$ cat config.mk
export PLATFORM = sky130hd
export DESIGN_NAME = keypad_scan_ctrl
export DESIGN_NICKNAME = d
export VERILOG_FILES = /design/src/rtl/keypad_scan_ctrl.sv
export SDC_FILE = /design/constraint.sdc
export NUM_CORES = 1
export LEC_CHECK = 0
export ABC_AREA = 1
export ABC_CLOCK_PERIOD_IN_PS = 3350
export CAP_MARGIN = 20
export CORE_MARGIN = 10
export CORE_UTILIZATION = 50
export CTS_CLUSTER_SIZE = 8
export DETAILED_ROUTE_END_ITERATION = 8
export PLACE_DENSITY = 0.69
export SETUP_SLACK_MARGIN = 0.1
export SLEW_MARGIN = 10
export SYNTH_ARGS = -nofsm -noshare
export SYNTH_HDL_FRONTEND = slang
export SYNTH_SLANG_ARGS = --single-unit
$ cat constraint.sdc
create_clock -name clk -period 3.35 [get_ports clk]
set_input_delay 0.8375 -clock clk [delete_from_list [all_inputs] [get_ports clk]]
set_output_delay 0.8375 -clock clk [all_outputs]
set_load 0.05 [all_outputs]
$ cat src/rtl/keypad_scan_ctrl.sv
// 4x4 matrix keypad scanner: rotates the active-low column drive, synchronises
// and debounces one key at a time, and reports key code, press strobe,
// key-down level and a mode toggle bound to one designated key.
module keypad_scan_ctrl #(
   parameter int unsigned SCAN_DIV = 50_000,
   parameter int unsigned DEB_CNT  = 20,
   parameter int unsigned MODE_KEY = 15
) (
   input  logic       clk,
   input  logic       rstn,
   input  logic [3:0] row_in,
   output logic [3:0] col_out,
   output logic [3:0] key_code,
   output logic       key_valid,
   output logic       key_down,
   output logic       mode
);

   typedef enum logic [1:0] {SCAN, DEB_PRESS, PRESSED, DEB_REL} state_t;

   localparam logic [19:0] DIV_LAST = 20'(SCAN_DIV - 1);
   localparam logic [7:0]  DEB      = 8'(DEB_CNT);
   localparam logic [3:0]  MKEY     = 4'(MODE_KEY);

   state_t      state, state_n;
   logic [3:0]  r1, rs;
   logic [19:0] div;
   logic        tick;
   logic [1:0]  col, col_n;
   logic [1:0]  row_sel, row_sel_n;
   logic [1:0]  low_row, acc_row;
   logic [7:0]  deb, deb_n, deb_inc;
   logic [3:0]  code_n;
   logic        valid_n, down_n, mode_n, accept;
   logic        row_hi;

   assign tick    = (div == DIV_LAST);
   assign col_out = ~(4'b0001 << col);
   assign row_hi  = rs[row_sel];
   assign deb_inc = (deb < DEB) ? deb + 8'd1 : deb;

   // Two-flop synchroniser for the asynchronous row inputs.
   always_ff @(posedge clk or negedge rstn) begin
      if (!rstn) begin
         r1 <= '1;
         rs <= '1;
      end else begin
         r1 <= row_in;
         rs <= r1;
      end
   end

   // Free-running scan tick divider.
   always_ff @(posedge clk or negedge rstn) begin
      if (!rstn)     div <= '0;
      else if (tick) div <= '0;
      else           div <= div + 20'd1;
   end

   // Lowest-index low row wins when several rows are active.
   always_comb begin
      if (!rs[0])      low_row = 2'd0;
      else if (!rs[1]) low_row = 2'd1;
      else if (!rs[2]) low_row = 2'd2;
      else             low_row = 2'd3;
   end

   // Next-state and output logic; every decision is taken on a scan tick.
   always_comb begin
      state_n   = state;
      col_n     = col;
      row_sel_n = row_sel;
      deb_n     = deb;
      code_n    = key_code;
      valid_n   = 1'b0;
      down_n    = key_down;
      mode_n    = mode;
      accept    = 1'b0;
      acc_row   = row_sel;
      if (tick) begin
         case (state)
            SCAN: begin
               if (rs == 4'hF) begin
                  col_n = col + 2'd1;
               end else begin
                  row_sel_n = low_row;
                  deb_n     = 8'd1;
                  if (DEB == 8'd1) begin
                     accept  = 1'b1;
                     acc_row = low_row;
                     state_n = PRESSED;
                  end else begin
                     state_n = DEB_PRESS;
                  end
               end
            end
            DEB_PRESS: begin
               if (!row_hi) begin
                  deb_n = deb_inc;
                  if (deb_inc >= DEB) begin
                     accept  = 1'b1;
                     state_n = PRESSED;
                  end
               end else begin
                  deb_n   = '0;
                  col_n   = col + 2'd1;
                  state_n = SCAN;
               end
            end
            PRESSED: begin
               if (row_hi) begin
                  if (DEB == 8'd1) begin
                     down_n  = 1'b0;
                     deb_n   = '0;
                     col_n   = col + 2'd1;
                     state_n = SCAN;
                  end else begin
                     deb_n   = 8'd1;
                     state_n = DEB_REL;
                  end
               end
            end
            DEB_REL: begin
               if (row_hi) begin
                  deb_n = deb_inc;
                  if (deb_inc >= DEB) begin
                     down_n  = 1'b0;
                     deb_n   = '0;
                     col_n   = col + 2'd1;
                     state_n = SCAN;
                  end
               end else begin
                  deb_n   = '0;
                  state_n = PRESSED;
               end
            end
            default: state_n = SCAN;
         endcase
      end
      if (accept) begin
         code_n  = {acc_row, col};
         valid_n = 1'b1;
         down_n  = 1'b1;
         if ({acc_row, col} == MKEY) mode_n = ~mode;
      end
   end

   // State and datapath registers.
   always_ff @(posedge clk or negedge rstn) begin
      if (!rstn) begin
         state     <= SCAN;
         col       <= '0;
         row_sel   <= '0;
         deb       <= '0;
         key_code  <= '0;
         key_valid <= 1'b0;
         key_down  <= 1'b0;
         mode      <= 1'b0;
      end else begin
         state     <= state_n;
         col       <= col_n;
         row_sel   <= row_sel_n;
         deb       <= deb_n;
         key_code  <= code_n;
         key_valid <= valid_n;
         key_down  <= down_n;
         mode      <= mode_n;
      end
   end

endmodule

==> results of run 1 <==
-- cells in the final DEF, fill, tap and decap left out, drive strengths merged, types with 3 or more instances in the layout --
master         count
buf                3
clkbuf             7
o21ai             20
nor2              28
xor2               5
ha                 6
nand3             20
inv               56
nor4               3
nand2             75
dfrtp             41
xnor2              3
clkdlybuf4s50     15
nor3              11
a21oi             10
nand4             10
dfstp              8
-- worst reg2reg max path: stages (launching register included) --
cell and delay (ns):
sky130_fd_sc_hd__dfrtp_1 0.38, sky130_fd_sc_hd__ha_1 0.23, sky130_fd_sc_hd__nand3_2 0.16, sky130_fd_sc_hd__nor2_2 0.13
sky130_fd_sc_hd__inv_1 0.07, sky130_fd_sc_hd__nor2_2 0.09, sky130_fd_sc_hd__nand2_1 0.08, sky130_fd_sc_hd__nor2_1 0.19
sky130_fd_sc_hd__nand2_1 0.13, sky130_fd_sc_hd__nor3_2 0.16, sky130_fd_sc_hd__nand2_1 0.07, sky130_fd_sc_hd__nand2_1 0.06
sky130_fd_sc_hd__nor2_1 0.04
-- metal layers --
metal | vias to the layer above | track usage [%]
li1 | 1043 | -
met1 | 958 | 16.1
met2 | 34 | 19.2
met3 | 7 | 3.34
met4 | 0 | 5.14
met5 | - | 0
-- sequential cells by signal (all words and copies together) (netlist names), named ones only --
register	flops
col	2
rs	4
key_down	1
key_valid	1
deb	8
key_code	4
mode	1
acc_row	2
div	20
state	1
r1	4
-- worst paths after layout --
check,end,slack [ns],cells past startpoint
worst min-delay path,rs[3]$_DFF_PN1_,0.36,0
worst max register to register,div[16]$_DFF_PN0_,1.47,12
min in group asynchronous,div[10]$_DFF_PN0_,0.48,1
worst max-delay path,col_out[2],0.68,4
max in group asynchronous,rs[2]$_DFF_PN1_,2.23,2
worst min register to register,rs[3]$_DFF_PN1_,0.36,0
-- layout make-up --
class	count	area, um^2	share of cell area, %
inverters	57	214	7.25
clock inverters	1	5.00	0.170
clock buffers	7	96.3	3.27
repair buffers	18	170	5.77
flip-flops and latches	49	1240	41.9
multi-input cells	206	1140	38.7
well taps	70	87.6	2.97
-- power by group through the flow --
stage	Sequential, W	Combinational, W	Clock [W]
CTS	0.000603	0.0000237	0.000386
global placement	0.000614	0.0000229	0
detailed placement	0.000614	0.0000233	0
finish	0.000603	0.0000226	0.000371
global route	0.000604	0.0000265	0.000417
floorplan	0.000613	0.00000384	0
-- metrics by stage --
| step | power, W | util, % |
|---|---|---|
| finish | 0.000996 | 58.1 |
| global route | 0.00105 | 58.1 |
| CTS | 0.00101 | 58.1 |
| detailed placement | 0.000637 | 56.1 |
| global placement | 0.000637 | 56.1 |
| floorplan | 0.000617 | - |
-- kinds of logic (layout without fill, tap and decap cells) --
logic type | Yosys count | in the layout | synth area share (%)
buf+inv | 58 | 83 | 8.96
mux | 1 | 1 | 0.384
xor+xnor | 8 | 8 | 2.68
flops | 49 | 49 | 47.4
simple gates | 155 | 155 | 30.3
compound gates | 36 | 36 | 7.38
fa+ha+maj | 6 | 6 | 2.88
==> results.sh, run 1 <==
export IMPL_detailroute_wirelength_met2_um=2220
export IMPL_hp_class="flip-flop to flip-flop"
export IMPL_syn_instance_count=313
export IMPL_placed_cells_incl_taps=400
export IMPL_unrepaired_setup_endpoints_after_global_routing="false"
export IMPL_groute_usage_overall_pct=12.4
export IMPL_drt_first_pass_iters=4
export IMPL_worstHoldStart="r1[3]$_DFF_PN1_"
export IMPL_clock_sink_count=49
export IMPL_timing_critical_path_to_type="output pin"
export IMPL_fraction_of_power_consumed_by_combinational_cells_pct=2.3
export IMPL_maxSlewViolCount=0
export IMPL_post_place_ws_ns=1.01
export IMPL_post_layout_nonfiller_instances=408
export IMPL_core_box_area_mm2=0.00507
export IMPL_floorplan_die_area_mm2=0.00851
export IMPL_top_layer_used="met4"
export IMPL_finalHoldViolCount=0
export IMPL_initial_core_util_pct=51.4
export IMPL_power_sequential_fraction_pct=60.5
export IMPL_met3WireLength_um=236
export IMPL_ctsHoldBuffers=0
export IMPL_detailed_place_area_mm2=0.00285
export IMPL_finClkSkew_ns=0.00581
export IMPL_clock_buffer_depth=2
export IMPL_final_setup_viol_count=0
export IMPL_period_minus_slack_ns=2.67
export IMPL_max_freq_mhz=375
export IMPL_drt_iter0_markers=117
export IMPL_path_max_fanout=4
export IMPL_worst_slew_margin_rel_pct=62.9
export IMPL_grt_start_max_net_pins=22
export IMPL_worst_slew_pin_transition_ns=0.552
export IMPL_r2r_start="div[0]$_DFF_PN0_"
export IMPL_synth_enable_flop_cells=0
export IMPL_ys_types=38
export IMPL_num_io_pins=17
export IMPL_clk_insertion_delay_late_ns=0.30
export IMPL_critPathSlowestCell="sky130_fd_sc_hd__clkdlybuf4s50_1"
export IMPL_crit_path_start="col[0]$_DFFE_PN0P_"
export IMPL_p_int_w=0.000794
export IMPL_swShare_pct=20.3
export IMPL_row_count=26
export IMPL_clkTransAtPathRegs_ns=0.09
export IMPL_cells_taking_the_most_area_after_synthesis="sky130_fd_sc_hd__dfrtp_1, sky130_fd_sc_hd__nand2_1, sky130_fd_sc_hd__dfstp_2, sky130_fd_sc_hd__inv_1, sky130_fd_sc_hd__nand3_1"
export IMPL_synth_nets=325
export IMPL_portBuffers=16
export IMPL_timing_critical_path_from_type="flip-flop"
export IMPL_power_density_mw_per_mm2=338
export IMPL_gr_total_overflow=0
export IMPL_die_h_um=92.3
export IMPL_timing_critical_path_mode_cell="sky130_fd_sc_hd__inv_1"
export IMPL_async_flop_share_pct=100
export IMPL_grt_first_pass_wirelength_um=8650
export IMPL_drt_vias_per_instance=5.00
export IMPL_total_switching_power_w=0.000202
export IMPL_cts_buffers_inserted=5
export IMPL_final_cell_area_mm2=0.00295
export IMPL_syn_area_mm2=0.00261
export IMPL_drt_wl_total_um=5030
export IMPL_fin_ws_ns=0.684
export IMPL_synthMostInstantiatedCell="sky130_fd_sc_hd__nand2_1"
export IMPL_num_antenna_cells=0
export IMPL_cp_data_required_time_ns=2.51
export IMPL_detail_route_wirelength_met1_um=2490
export IMPL_reported_max_cap_violation_count=0
export IMPL_sum_of_negative_setup_slack_ns=0
export IMPL_layout_nets=349
export IMPL_max_vdd_ir_drop_mv=0.192
export IMPL_synth_top_cell_by_area="sky130_fd_sc_hd__dfrtp_1"
export IMPL_detailedPlacementHpwl_um=3900
export IMPL_crit_path_cell_trace="inv_1 -> ha_1 -> inv_1 -> clkdlybuf4s50_1"
export IMPL_post_detailed_route_wirelength_per_cell_um=12.3
export IMPL_status="finished clean"
export IMPL_period_share_pct=79.6
export IMPL_max_stage_delay_ns=0.79
export IMPL_leakage_nw=1.44
export IMPL_post_cts_resized_instances=0
export IMPL_cts_root_buffer_cell="sky130_fd_sc_hd__clkbuf_8"
export IMPL_antenna_violating_nets_post_route=0
export IMPL_final_weighted_congestion_of_routability_driven_global_placement=0.837
export IMPL_netlist_top_cells_count="sky130_fd_sc_hd__nand2_1, sky130_fd_sc_hd__inv_1, sky130_fd_sc_hd__dfrtp_1"
export IMPL_clockPowerShare_pct=37.2
export IMPL_grt_pass1_vias=1921
export IMPL_clock_tree_from_tritoncts="built"
export IMPL_synth_sequential_area_ratio_pct=47.4
export IMPL_hold_slack_ns=0.357
export IMPL_signed_area_change_from_the_synthesized_netlist_to_the_final_layout_pct=13.0
export IMPL_post_cts_buffers=0
export IMPL_critical_path_top_delay_family="buffers and inverters"
export IMPL_synth_flop_cell="sky130_fd_sc_hd__dfrtp_1"
export IMPL_ys_seq_elements=49
export IMPL_h_tree_depth=2
export IMPL_netlist_area_leader_share_pct=39.3
export IMPL_dieWidth_um=92.3
export IMPL_synthesis_yosys_warnings=0
export IMPL_drive_gt1_share_pct=13.9
export IMPL_crit_arrival_ns=1.83
export IMPL_syn_area_per_cell_um2=8.34
export IMPL_critical_path_n_buffers_inverters=3
export IMPL_vias=2042
export IMPL_drt_drc_violations_left=0
export IMPL_timing_setup_critical_path_class="flip-flop to output pin"
export IMPL_antenna_found_initial=0
export IMPL_fillerInstances=487
(Power assumes the default switching activity.)
==> inputs of run 2 (changes only) <==
--- a/config.mk
+++ b/config.mk
@@ -6,7 +6,7 @@
 export NUM_CORES = 1
 export LEC_CHECK = 0
 export ABC_AREA = 1
-export ABC_CLOCK_PERIOD_IN_PS = 3350
+export ABC_CLOCK_PERIOD_IN_PS = 2700
 export CAP_MARGIN = 20
 export CORE_MARGIN = 10
 export CORE_UTILIZATION = 50
==> constraint.sdc (replaced) <==
create_clock -name clk -period 2.7 [get_ports clk]
set_input_delay 0.675 -clock clk [delete_from_list [all_inputs] [get_ports clk]]
set_output_delay 0.675 -clock clk [all_outputs]
set_load 0.05 [all_outputs]
==> results.sh, run 2 (synthesis gave the netlist of run 1 again) <==
export IMPL_hp_class="input pin to asynchronous set/reset pin"
export IMPL_cts_buffers_inserted=5
export IMPL_layout_nets=349
export IMPL_post_detailed_route_wirelength_per_cell_um=12.2
export IMPL_crit_path_cell_trace="inv_1 -> ha_1 -> inv_1 -> clkdlybuf4s50_1"
export IMPL_finalHoldViolCount=0
export IMPL_cp_data_required_time_ns=2.03
export IMPL_clkTransAtPathRegs_ns=0.09
export IMPL_fillerInstances=499
export IMPL_ctsHoldBuffers=0
export IMPL_path_max_fanout=4
export IMPL_detailedPlacementHpwl_um=3850
export IMPL_clk_insertion_delay_late_ns=0.30
export IMPL_timing_critical_path_to_type="output pin"
export IMPL_timing_critical_path_mode_cell="sky130_fd_sc_hd__inv_1"
export IMPL_power_density_mw_per_mm2=462
export IMPL_status="finished clean"
export IMPL_drt_first_pass_iters=4
export IMPL_max_stage_delay_ns=0.80
export IMPL_worst_slew_margin_rel_pct=59.8
export IMPL_period_minus_slack_ns=2.50
export IMPL_floorplan_die_area_mm2=0.00851
export IMPL_antenna_violating_nets_post_route=0
export IMPL_core_box_area_mm2=0.00507
export IMPL_initial_core_util_pct=51.4
export IMPL_leakage_nw=1.47
export IMPL_post_place_ws_ns=0.499
export IMPL_unrepaired_setup_endpoints_after_global_routing="false"
export IMPL_timing_setup_critical_path_class="flip-flop to output pin"
export IMPL_timing_critical_path_from_type="flip-flop"
export IMPL_utilization_pct=58.9
export IMPL_final_weighted_congestion_of_routability_driven_global_placement=0.848
export IMPL_grt_start_max_net_pins=22
export IMPL_max_vdd_ir_drop_mv=0.247
export IMPL_max_freq_mhz=400
export IMPL_drt_vias_per_instance=5.02
export IMPL_signed_area_change_from_the_synthesized_netlist_to_the_final_layout_pct=14.4
export IMPL_regArea_mm2=0.00124
export IMPL_sum_of_negative_setup_slack_ns=0
export IMPL_largest_registers="div x20, deb x8"
export IMPL_cts_root_buffer_cell="sky130_fd_sc_hd__clkbuf_8"
export IMPL_clock_buffer_depth=2
export IMPL_gr_total_overflow=0
export IMPL_h_tree_depth=2
export IMPL_fin_ws_ns=0.201
export IMPL_final_setup_viol_count=0
export IMPL_groute_usage_overall_pct=12.4
export IMPL_finClkSkew_ns=0.00273
export IMPL_drt_drc_violations_left=0
export IMPL_reported_max_cap_violation_count=0
export IMPL_drive_gt1_share_pct=13.9
export IMPL_dieWidth_um=92.3
export IMPL_antenna_found_initial=0
export IMPL_row_count=26
export IMPL_regMostFlops="div"
export IMPL_vias=2048
export IMPL_num_io_pins=17
export IMPL_clock_tree_from_tritoncts="built"
export IMPL_grt_first_pass_wirelength_um=8760
export IMPL_period_share_pct=92.5
export IMPL_number_of_flip_flops_in_the_largest_register=20
export IMPL_worst_slew_pin_transition_ns=0.597
export IMPL_portBuffers=16
export IMPL_critPathSlowestCell="sky130_fd_sc_hd__clkdlybuf4s50_1"
export IMPL_grt_pass1_vias=1944
export IMPL_num_antenna_cells=0
export IMPL_die_h_um=92.3
export IMPL_drt_wl_total_um=4990
export IMPL_layout_common_cells="sky130_fd_sc_hd__nand2_1, sky130_fd_sc_hd__inv_1, sky130_fd_sc_hd__dfrtp_1, sky130_fd_sc_hd__nor2_1, sky130_fd_sc_hd__nand3_1"
export IMPL_commonest_non_fill_non_tap_cell_in_the_layout="sky130_fd_sc_hd__nand2_1"
export IMPL_maxSlewViolCount=0
export IMPL_clock_sink_count=49
export IMPL_multiInputGateArea_mm2=0.00114
export IMPL_drt_iter0_markers=104
export IMPL_crit_arrival_ns=1.82
## run 2: changes by cell type in the layout (fill, tap and decap cells not counted), sizes merged
cell,delta
bufinv,+2
clkbuf,-2
clkdlybuf4s50,-2
dlymetal6s2s,+2
## run 2: through the flow
stage | hold slack [ns] | instance area, um^2 | cells | total power (W)
floorplan | 0.345 | 2610 | 313 | 0.000765
global placement | 0.350 | 2850 | 400 | 0.000791
detailed placement | 0.347 | 2850 | 400 | 0.000791
CTS | 0.314 | 2980 | 408 | 0.00140
global route | 0.326 | 2990 | 408 | 0.00143
finish | 0.306 | 2990 | 408 | 0.00138
## run 2: worst max-delay path, delay by kind of cell, from the launching register on
| kind | cells | cell delay, ns |
|---|---|---|
| buffers and inverters | 3 | 0.94 |
| adders and majority gates | 1 | 0.18 |
| DFF | 1 | 0.41 |
## run 2: layer usage
metal / routed length, um / up-vias / GRT usage, % / share of wire, %
li1: - / 1044 / - / -
met1: 2460 / 963 / 16.1 / 49
met2: 2210 / 34 / 19.1 / 44
met3: 248 / 7 / 3.75 / 5.0
met4: 70 / 0 / 4.37 / 1.4
met5: 0 / - / 0 / 0
## run 2: timing repair
item	in CTS	in global routing
setup buffers	0	0
resized for setup	0	2
setup endpoints to repair	0	2
## run 2: final cells by class
class                   instances  share of cell area (%)
clock inverters                 3                    2.18
inverters                      57                    7.16
well taps                      70                    2.93
multi-input cells             206                    38.2
flip-flops and latches         49                    41.4
repair buffers                 18                    5.87
clock buffers                   5                    2.30
## run 2: worst paths after layout
check                                         from                     end  slack, ns  cells after the start
worst max-delay path            col[1]$_DFFE_PN0P_              col_out[1]       0.20                      4
worst min-delay path                          rstn  acc_row[1]$_DFFE_PN0P_       0.31                      1
worst max register to register    div[0]$_DFF_PN0_       div[16]$_DFF_PN0_       0.81                     12
worst min register to register     r1[3]$_DFF_PN1_         rs[3]$_DFF_PN1_       0.36                      0
max in group asynchronous                     rstn      deb[2]$_DFFE_PN0P_       1.80                      2
min in group clk                   r1[3]$_DFF_PN1_         rs[3]$_DFF_PN1_       0.36                      0
## run 2: report_power, final
group / internal (W) / total [W] / switching, W
clock: 0.000368 / 0.000604 / 0.000237
combinational: 0.00000942 / 0.0000280 / 0.0000186
sequential: 0.000744 / 0.000748 / 0.00000373
==> edit 1: new RTL, flow settings as in run 2 <==
The 4 states of `state_t` get a one-hot encoding in 4 bits.
--- a/src/rtl/keypad_scan_ctrl.sv
+++ b/src/rtl/keypad_scan_ctrl.sv
@@ -16,7 +16,7 @@
    output logic       mode
 );
 
-   typedef enum logic [1:0] {SCAN, DEB_PRESS, PRESSED, DEB_REL} state_t;
+   typedef enum logic [3:0] {SCAN = 4'b0001, DEB_PRESS = 4'b0010, PRESSED = 4'b0100, DEB_REL = 4'b1000} state_t;
 
    localparam logic [19:0] DIV_LAST = 20'(SCAN_DIV - 1);
    localparam logic [7:0]  DEB      = 8'(DEB_CNT);
Formal check against the unedited RTL: no difference found for any inputs over 10 cycles, from zero or initial values and one cycle with rstn low; not proved beyond that.
==> edit 1 against run 2 <==
- power fell by 2.0%
- final cell count rose by 3.9%
- clock power fell by 9.4%
- design area rose by 5.4%
- global-route usage rose by 0.12 points
- wire length rose by 3.7%
- core utilization fell by 0.95 points
- sequential cell count rose by 2
- first-iteration DRC count fell by 9.6%
- hold slack got worse by 4.4 ps
- worst setup slack improved by 19 ps
- synthesized area rose by 6.5%
- sequential share of layout area fell by 0.51 points
==> edit 1: results (changes against run 2) <==
* CTS Buf Count at 5 (unchanged)
* Max Buffers Root-to-Sink at 2 (unchanged)
* CP startpoint: col[1]
* Leak Pwr at 1.63 nW (+11%)
* Share of synthesized registers carrying an async set or reset at 1.00 (unchanged)
* Crit path arrival time at 1800 ps (-20 ps)
* Worst Path Max Fanout at 4 (unchanged)
* Run status: finished clean
* Pin count of the biggest net entering global routing at 22 (unchanged)
* Worst slack at placement at 502 ps (+2.89 ps)
* Final GP Congestion at 0.856 (+0.94%)
* H-tree Lvls at 2 (unchanged)
* Port Buf Inserts at 16 (unchanged)
* First-pass GRT wire length at 9180 um (+4.8%)
* TritonRoute pass-1 iters at 4 (unchanged)
* Clock-pin slew on the worst setup and hold paths at 100 ps
* Synth top area cells: dfrtp_1 38%, nand2_1 11%, dfstp_2 8.5%
* Cts repair resizes at 0 (unchanged)
* # fillers at 500 (+0.20%)
* Worst Hold Class: input pin to async pin
* Slew Viols, Final at 0 (unchanged)
* Biggest regs: div: 20 flops, deb: 8 flops
* Critical-path top delay cell: clkdlybuf4s50_1
* Slowest Stage Delay on Critical Path at 790 ps
* Setup Skew at 7.08 ps (+4.35 ps)
* Starting DRT DRC Count at 94 (-9.6%)
* Vias in the first global route at 2071 (+6.5%)
* Diodes inserted at 0 (unchanged)
* Synth cell count leaders: 79 x nand2_1, 51 x inv_1, 42 x dfrtp_1
* Syn nets at 339 (+4.3%)
* Max-slew headroom at 0.659 (+0.0611)
* Clock root buffer: clkbuf_8
* Dpl cell area at 0.00303 mm2 (+6.3%)
* Worst R2R Path Depth at 9 (-3)
* Cell family with most CP delay: buffers and inverters
* Vias per inst at 4.95 (-1.4%)
* Wirelength per Cell at 12.2 um (-0.26%)
* Post-DP HPWL at 3980 um (+3.4%)
* Register area share after synthesis at 0.463 (-0.0103)
* Setup Fix Bufs, Post-CTS at 0 (unchanged)
* Worst r2r src: div[0]
* Synth cell types at 32 (-16%)
* Yosys warns at 0 (unchanged)
* Clk_lat worst skew at 310 ps
* Total track usage at 0.125 (+0.00118)
* Final #Nets at 363 (+4.0%)
* Layout cell share with drive strength beyond 1 at 0.188 (+0.0484)
* Initial antenna violation count at 0 (unchanged)
* VDD IR max at 0.224 mV (-9.2%)
-- edit 1: logic make-up after synthesis --
family,count (synthesis),share of synthesized area
adders and majority gates,6,0.0270
and+or+nand+nor,178,0.340
AOI/OAI and AO/OA,26,0.0576
xor gates and xnor gates,11,0.0347
DFF,51,0.463
buffers and inverters,55,0.0770
-- edit 1: metrics by stage --
stage / std cells / total power [mW] / util
global placement: 416 / 0.821 / 0.557
detailed placement: 416 / 0.823 / 0.557
finish: 424 / 1.35 / 0.579
floorplan: 327 / 0.796 / -
global route: 424 / 1.41 / 0.579
CTS: 424 / 1.38 / 0.578
-- edit 1: layout make-up --
type	instances	area share
timing repair buffer	18	0.0556
sequential	51	0.409
multi-input combinational	221	0.406
clock buffer	5	0.0219
tap	72	0.0286
inverter	54	0.0644
clock inverter	3	0.0151
-- edit 1: layer usage --
metal  vias up  part of all wire  GRT usage
met2        29              0.44      0.199
met3         5             0.038     0.0254
met5         -                 0          0
met1       978              0.51      0.166
met4         0             0.013     0.0411
li1       1086                 -          -
-- edit 1: power breakdown --
group          switching, mW  total [mW]  internal (mW)
clock                  0.266       0.547          0.281
combinational         0.0190      0.0282        0.00923
sequential           0.00327       0.778          0.774
-- edit 1: worst paths after layout --
check / to / slack, ps
max reg2reg: deb[1] / 720
min: state[2] / 300
min in group clk: rs[0] / 360
min reg2reg: rs[0] / 360
max: col_out[1] / 220
max in group asynchronous: rs[3] / 1730
==> edit 2: new RTL, config.mk and constraints of run 2 <==
Made on the original files. The parameter `SCAN_DIV` goes from 50_000 to 25_000.
--- a/src/rtl/keypad_scan_ctrl.sv
+++ b/src/rtl/keypad_scan_ctrl.sv
@@ -2,7 +2,7 @@
 // and debounces one key at a time, and reports key code, press strobe,
 // key-down level and a mode toggle bound to one designated key.
 module keypad_scan_ctrl #(
-   parameter int unsigned SCAN_DIV = 50_000,
+   parameter int unsigned SCAN_DIV = 25_000,
    parameter int unsigned DEB_CNT  = 20,
    parameter int unsigned MODE_KEY = 15
 ) (
Behaviour: no difference found for any inputs over 10 cycles, from zero or initial values and one cycle with rstn low; that may be too few to reach the edited logic, so the function may still have changed.
==> edit 2 against run 2 <==
- power shrank 9.1%
- critical path type unchanged
- worst setup slack worse by 8.8 ps
- synthesized cell count grew 0.96%
- wire length grew 4.7%
- design area is 3.1% higher
- synthesized area is 3.9% higher
- clock power down 21%
- non-clock buffer count fell by 1
- sequential cell count stayed put
- core utilization is 0.70 points higher
==> edit 2: results (changes against run 2) <==
* Worst Hold Class: input pin to async pin
* Vias per inst at 4.98 (-0.88%)
* Post-DP HPWL at 3980 um (+3.4%)
* Synth top area cells: dfrtp_1 38%, dfstp_2 7.8%, inv_1 7.3%
* Total track usage at 0.130 (+0.00593)
* Worst R2R End: div[12]
* Wirelength per Cell at 12.7 um (+3.9%)
* Leak Pwr at 1.48 nW (+0.57%)
* Final wirelength at 5220 um (+4.7%)
* Syn nets at 328 (+0.92%)
* Worst R2R Path Depth at 10 (-2)
* Initial antenna violation count at 0 (unchanged)
* Worst slack at placement at 490 ps (-8.28 ps)
* Starting DRT DRC Count at 172 (+65%)
* Register area share after synthesis at 0.456 (-0.0177)
* Reg-to-reg slack, setup at 870 ps (+60 ps)
* Dpl cells at 403 (+0.75%)
* Final GP Congestion at 0.856 (+0.90%)
* Slowest Stage Delay on Critical Path at 790 ps
* Synth cell types at 37 (-2.6%)
* Worst r2r src: div[0]
* Max Buffers Root-to-Sink at 2 (unchanged)
* Run status: finished clean
* Setup Skew at 1.84 ps (-0.887 ps)
* Crit path arrival time at 1830 ps
* VDD IR max at 0.305 mV (+24%)
* Worst Tran Pin Value at 565 ps (-32.3 ps)
* Vias in the first global route at 2005 (+3.1%)
* Synth cell count leaders: 53 x inv_1, 53 x nand2_1, 41 x dfrtp_1
* Layout cell share with drive strength beyond 1 at 0.199 (+0.0604)
* Final #Nets at 352 (+0.86%)
* Endpoints failing hold at 0 (unchanged)
* Synthesized area per cell at 8.58 um2 (+2.9%)
* Final hold slack at 348 ps (+42.0 ps)
* First-pass GRT wire length at 9270 um (+5.8%)
[edit 2: changes by cell type after synthesis, sizes merged, moves of 3 or more]
cell   before  now
xor2        5    9
nand2      75   66
inv        56   60
nand3      20   27
nor3       11   15
nand4      10    7
[edit 2: kinds of logic (layout without fill, tap and decap cells)]
group / count (synthesis) / after routing / share of synthesized area
xor+xnor: 10 / 10 / 0.0323
compound gates: 37 / 37 / 0.0826
simple gates: 150 / 150 / 0.309
fa+ha+maj: 6 / 6 / 0.0277
flops: 49 / 49 / 0.456
buf+inv: 63 / 88 / 0.0891
mux: 1 / 1 / 0.00369
[edit 2: layout make-up]
type                    count  area [um2]
fillers                   464        2090
flip-flops and latches     49        1240
multi-input cells         204        1230
inverters                  63         241
repair buffers             17         180
clock buffers               7        96.3
well taps                  70        87.6
clock inverters             1        5.00
[edit 2: worst max-delay path by stage]
stage | from | end | slack [ps] | cells past startpoint
final | col[0] | col_out[2] | 190 | 4
after global routing | col[0] | col_out[2] | 120 | 4
after CTS | col[0] | col_out[0] | 150 | 4
after detailed placement | col[0] | col_out[0] | 490 | 4
after global placement | col[0] | col_out[2] | 540 | 4
after floorplan | col[0] | col_out[0] | 1090 | 3
[edit 2: routing by layer]
layer / vias to the layer above / share of wire / track usage / wire length, um
li1: 1051 / - / - / -
met3: 7 / 0.044 / 0.0336 / 228
met5: - / 0 / 0 / 0
met4: 0 / 0.014 / 0.0494 / 72
met2: 37 / 0.45 / 0.200 / 2360
met1: 950 / 0.49 / 0.170 / 2560
[edit 2: power breakdown]
part | total (mW) | internal [mW] | switching [mW]
sequential | 0.747 | 0.744 | 0.00328
combinational | 0.0299 | 0.0106 | 0.0193
clock | 0.477 | 0.232 | 0.245
total | 1.25 | 0.987 | 0.268
[edit 2: metrics by stage]
stage | instance area [um2] | power (mW) | util
global placement | 2970 | 0.792 | 0.575
finish | 3080 | 1.25 | 0.596
detailed placement | 2970 | 0.793 | 0.575
global route | 3080 | 1.30 | 0.596
floorplan | 2710 | 0.766 | -
CTS | 3080 | 1.27 | 0.595
